<file path="src/rtl/bin_to_bcd.sv">
// bin_to_bcd
// ----------
// Sequential binary-to-BCD converter feeding the 4-digit 7-segment display
// driver. A start pulse captures a 14-bit value, a shift-and-add-3 (double
// dabble) loop processes one bit per clock, and the result is presented as a
// registered packed BCD word with a one-cycle done strobe. Inputs above 9999
// saturate to 9999 and raise ovf.
//
// Ports
//   clk    in   1   system clock, rising edge active
//   reset  in   1   synchronous active-low reset
//   start  in   1   request a conversion of bin (accepted in IDLE, or in
//                   FINISH so that a held start runs back-to-back)
//   bin    in  14   unsigned binary value, captured on the accepting edge
//   bcd    out 16   {thousands, hundreds, tens, units}, held until next result
//   busy   out  1   high in every SHIFT and FINISH cycle
//   done   out  1   one-cycle pulse when bcd/ovf have just been updated
//   ovf    out  1   last captured value exceeded 9999 (bcd saturated)

module bin_to_bcd (
  input  logic        clk,
  input  logic        reset,
  input  logic        start,
  input  logic [13:0] bin,
  output logic [15:0] bcd,
  output logic        busy,
  output logic        done,
  output logic        ovf
);

  typedef enum logic [1:0] {
    IDLE,
    SHIFT,
    FINISH
  } state_t;

  state_t      state;

  // Working register: upper 16 bits are the BCD digits being built, lower
  // 14 bits are the binary value being shifted out MSB first.
  logic [29:0] shift_reg;
  logic [3:0]  bit_cnt;
  logic        sat;
  logic [15:0] bcd_adj;

  // Add-3 correction for one digit; 4-bit wrap is fine because a digit
  // never exceeds 9 for non-saturating inputs.
  function automatic logic [3:0] add3(input logic [3:0] nib);
    return (nib >= 4'd5) ? nib + 4'd3 : nib;
  endfunction

  // All four digits are corrected in parallel from the current value,
  // with no carry between digits, before the shift.
  always_comb begin
    bcd_adj         = '0;
    bcd_adj[15:12]  = add3(shift_reg[29:26]);
    bcd_adj[11:8]   = add3(shift_reg[25:22]);
    bcd_adj[7:4]    = add3(shift_reg[21:18]);
    bcd_adj[3:0]    = add3(shift_reg[17:14]);
  end

  // Control FSM and datapath registers.
  always_ff @(posedge clk) begin
    if (!reset) begin
      state     <= IDLE;
      shift_reg <= '0;
      bit_cnt   <= '0;
      sat       <= 1'b0;
      bcd       <= '0;
      busy      <= 1'b0;
      done      <= 1'b0;
      ovf       <= 1'b0;
    end else begin
      done <= 1'b0;
      case (state)
        IDLE: begin
          if (start) begin
            shift_reg <= {16'h0000, bin};
            bit_cnt   <= 4'd14;
            sat       <= (bin > 14'd9999);
            state     <= SHIFT;
            busy      <= 1'b1;
          end
        end

        SHIFT: begin
          shift_reg <= {bcd_adj[14:0], shift_reg[13:0], 1'b0};
          bit_cnt   <= bit_cnt - 4'd1;
          if (bit_cnt == 4'd1) begin
            state <= FINISH;
          end
        end

        FINISH: begin
          bcd  <= sat ? 16'h9999 : shift_reg[29:14];
          ovf  <= sat;
          done <= 1'b1;
          // A start present on the finishing edge is taken immediately so a
          // held start yields one result every 15 clocks.
          if (start) begin
            shift_reg <= {16'h0000, bin};
            bit_cnt   <= 4'd14;
            sat       <= (bin > 14'd9999);
            state     <= SHIFT;
            busy      <= 1'b1;
          end else begin
            state <= IDLE;
            busy  <= 1'b0;
          end
        end

        default: begin
          state <= IDLE;
          busy  <= 1'b0;
        end
      endcase
    end
  end

endmodule

</file>
<file path="config.mk">
export PLATFORM = sky130hd
export DESIGN_NAME = bin_to_bcd
export DESIGN_NICKNAME = d
export VERILOG_FILES = /design/src/rtl/bin_to_bcd.sv
export SDC_FILE = /design/constraint.sdc
export NUM_CORES = 1
export LEC_CHECK = 0
export ABC_AREA = 1
export BUFFER_PORTS_ARGS = -buffer_cell sky130_fd_sc_hd__buf_2
export CAP_MARGIN = 30
export CORE_MARGIN = 10
export CORE_UTILIZATION = 61
export CTS_CLUSTER_SIZE = 10
export DETAILED_ROUTE_END_ITERATION = 12
export HOLD_SLACK_MARGIN = 0.12
export PLACE_DENSITY_LB_ADDON = 0.25
export SYNTH_ARGS = -nofsm -noshare
export SYNTH_HDL_FRONTEND = slang
export SYNTH_SLANG_ARGS = --single-unit
</file>
<file path="constraint.sdc">
create_clock -name clk -period 3.4 [get_ports clk]
set_input_delay 0.34 -clock clk [delete_from_list [all_inputs] [get_ports clk]]
set_output_delay 0.34 -clock clk [all_outputs]
set_load 0.1 [all_outputs]
</file>
==> flow_metrics.env <==
export IMPL_crit_type="flop to flop"
export IMPL_gp_congestion=0.855
export IMPL_track_usage=0.156
export IMPL_drc=0
export IMPL_finalPower_uw=1220
export IMPL_status="complete, no violations"
export IMPL_synth_area_leader_cell="dfxtp_1"
export IMPL_routed_wl_um=5540
export IMPL_setup_violations=0
export IMPL_io_buffer_count=35
export IMPL_critical_path_top_delay_family="flip-flops"
export IMPL_critPathArrivalTime_ps=2080
export IMPL_grt_pass1_wl_um=9820
export IMPL_largest_reg_flops=30
export IMPL_netlist_area_sq_mm=0.00270
export IMPL_io_pins=36
export IMPL_ir_worst_vdd_uv=323
export IMPL_grt_antenna_before_repair=0
export IMPL_insertion_delay_ps=310
export IMPL_ys_warn_count=0
export IMPL_yosysUniqueCellTypes=31
export IMPL_cts_repair_resized=0
export IMPL_min_period_ps=1840
export IMPL_ys_ff_latch=56
export IMPL_synth_seq_area_share=0.415
export IMPL_layout_common_cells="77 x nand2_1, 56 x dfxtp_1, 35 x buf_2"
export IMPL_hold_viol_final=0
export IMPL_ys_flop_type="dfxtp_1"
export IMPL_dr_first_iter_drc_count=164
export IMPL_grt_max_degree=35
export IMPL_vias=2323
export IMPL_clock_sinks=56
export IMPL_vias_per_cell=5.49
export IMPL_critical_path_max_fanout=20
export IMPL_n_antenna_cell=0
export IMPL_die_w_um=86.5
export IMPL_numCtsBuffers=5
export IMPL_p_leak_uw=0.00124
export IMPL_cp_required_ps=3650
export IMPL_rows=24
export IMPL_final_common_cell="nand2_1"
export IMPL_cts_hold_buf=0
export IMPL_slowest_delay_ps=880
export IMPL_maxCapViolations=0
export IMPL_root_buffer="clkbuf_8"
export IMPL_syn_nets=370
export IMPL_max_clock_path_buffers=2
export IMPL_core_area_sq_mm=0.00432
export IMPL_grt_setup_unrepaired="no"
export IMPL_synth_edf_count=0
export IMPL_path_clk_slew_ps=100
export IMPL_powerDensity_mw_per_mm2=419
export IMPL_slew_headroom=0.440
export IMPL_synthCells=343
export IMPL_path_buf_inv=1
export IMPL_maxSlewViolCount=0
export IMPL_dp_cells=415
export IMPL_drive_gt1_frac=0.199
export IMPL_cts_setup_buffers=0
export IMPL_cts_tree="yes"
export IMPL_cp_slowest_cell="dfxtp_1"
export IMPL_overflow=0
export IMPL_die_area_sq_mm=0.00749
export IMPL_yosys_top_cells_area="dfxtp_1 42%, nand2_1 11%, ha_1 4.6%"
export IMPL_fin_nets=397
export IMPL_nFillCells=370
export IMPL_reg2reg_slack_ps=1560
export IMPL_ant_nets=0
export IMPL_hp_class="input port to flop"
export IMPL_worstPathCellList="nand2_4 > inv_2 > nand2_1 > nor2_1 > nor2_1 > nor2_1"
export IMPL_grt_pass1_vias=2196
export IMPL_finalNonFillerCells=423
export IMPL_crit_path_frequent_cell="nor2_1"
export IMPL_finalClockSkew_ps=8.90
export IMPL_tightest_slew_ps=839
export IMPL_fin_crit_sh=0.540
export IMPL_async_reset_ff_frac=0
export IMPL_wire_per_inst_um=13.1
export IMPL_setup_tns_ps=0
export IMPL_startpoint_type="flop"
export IMPL_synth_top_area_frac=0.415
export IMPL_die_height_um=86.5
export IMPL_area_growth_pct=7.74
export IMPL_initial_core_util=0.624
export IMPL_dr_pass1_iters=4
export IMPL_fmax_mhz=545
export IMPL_end_kind="flop"
export IMPL_hpwl_um=3830
export IMPL_cts_max_level=2
export IMPL_syn_avg_cell_area_sq_um=7.87
## Yosys cell counts, types with 3 or more instances
master / n
nor2_1: 31
inv_1: 23
nand2_2: 8
o211ai_1: 4
a21oi_2: 9
nand4_1: 8
dfxtp_1: 56
clkbuf_1: 4
nor3_1: 3
o21ai_1: 12
nand3_1: 20
a31oi_1: 13
nand2_1: 77
a21oi_1: 19
ha_1: 10
buf_6: 6
a22oi_1: 6
o21ai_0: 13
## report_power, final
group	switching (uW)	internal, uW
logic	106	46.8
registers	24.5	685
clock network	210	147
## tightest hold or removal path: cells and delay by family
kind / cells / cell delay [ps]
AO/OA/AOI/OAI: 1 / 70
buffers and inverters: 1 / 100
AND/OR/NAND/NOR: 1 / 50
## final cells by class
cell class	count	area [sq um]	area share
inverter	29	121	0.0417
timing repair buffer	36	183	0.0628
clock buffer	6	72.6	0.0249
tap	52	65.1	0.0224
clock inverter	2	16.3	0.00559
multi-input combinational	242	1330	0.457
sequential	56	1120	0.385
## per-layer routing
layer / GRT usage / wire (um) / up-vias
li1: - / - / 1203
met1: 0.186 / 2500 / 1059
met2: 0.260 / 2630 / 56
met3: 0.0488 / 369 / 5
met4: 0.0457 / 45 / 0
met5: 0 / 0 / -
## cells by family (layout without fill, tap and decap cells)
| kind of cell | Yosys count | count (layout) | synth area share |
|---|---|---|---|
| AND/OR/NAND/NOR | 154 | 154 | 0.268 |
| AO/OA/AOI/OAI | 78 | 78 | 0.178 |
| flip-flops | 56 | 56 | 0.415 |
| buffers and inverters | 45 | 73 | 0.0922 |
| adder cells (fa/ha/maj) | 10 | 10 | 0.0463 |
## per-stage QoR
stage,setup WS [ps],cell area (sq um),hold slack [ps],utilization
finish,1560,2910,294,0.673
global route,1370,2910,292,0.673
CTS,1550,2910,293,0.673
global placement,1640,2820,453,0.652
floorplan,2080,2700,439,-
detailed placement,1590,2820,458,0.652
## worst paths after layout
| check | start | endpoint | cells after the start |
|---|---|---|---|
| setup / recovery | state[0]$_SDFFE_PN0P_ | shift_reg[18]$_SDFFE_PN0P_ | 6 |
| hold / removal | bin[8] | shift_reg[8]$_SDFFE_PN0P_ | 3 |
| setup reg to reg | state[0]$_SDFFE_PN0P_ | shift_reg[18]$_SDFFE_PN0P_ | 6 |
| hold reg to reg | shift_reg[0]$_SDFFE_PN0P_ | shift_reg[0]$_SDFFE_PN0P_ | 2 |
Power figures use the tool's default switching activity.
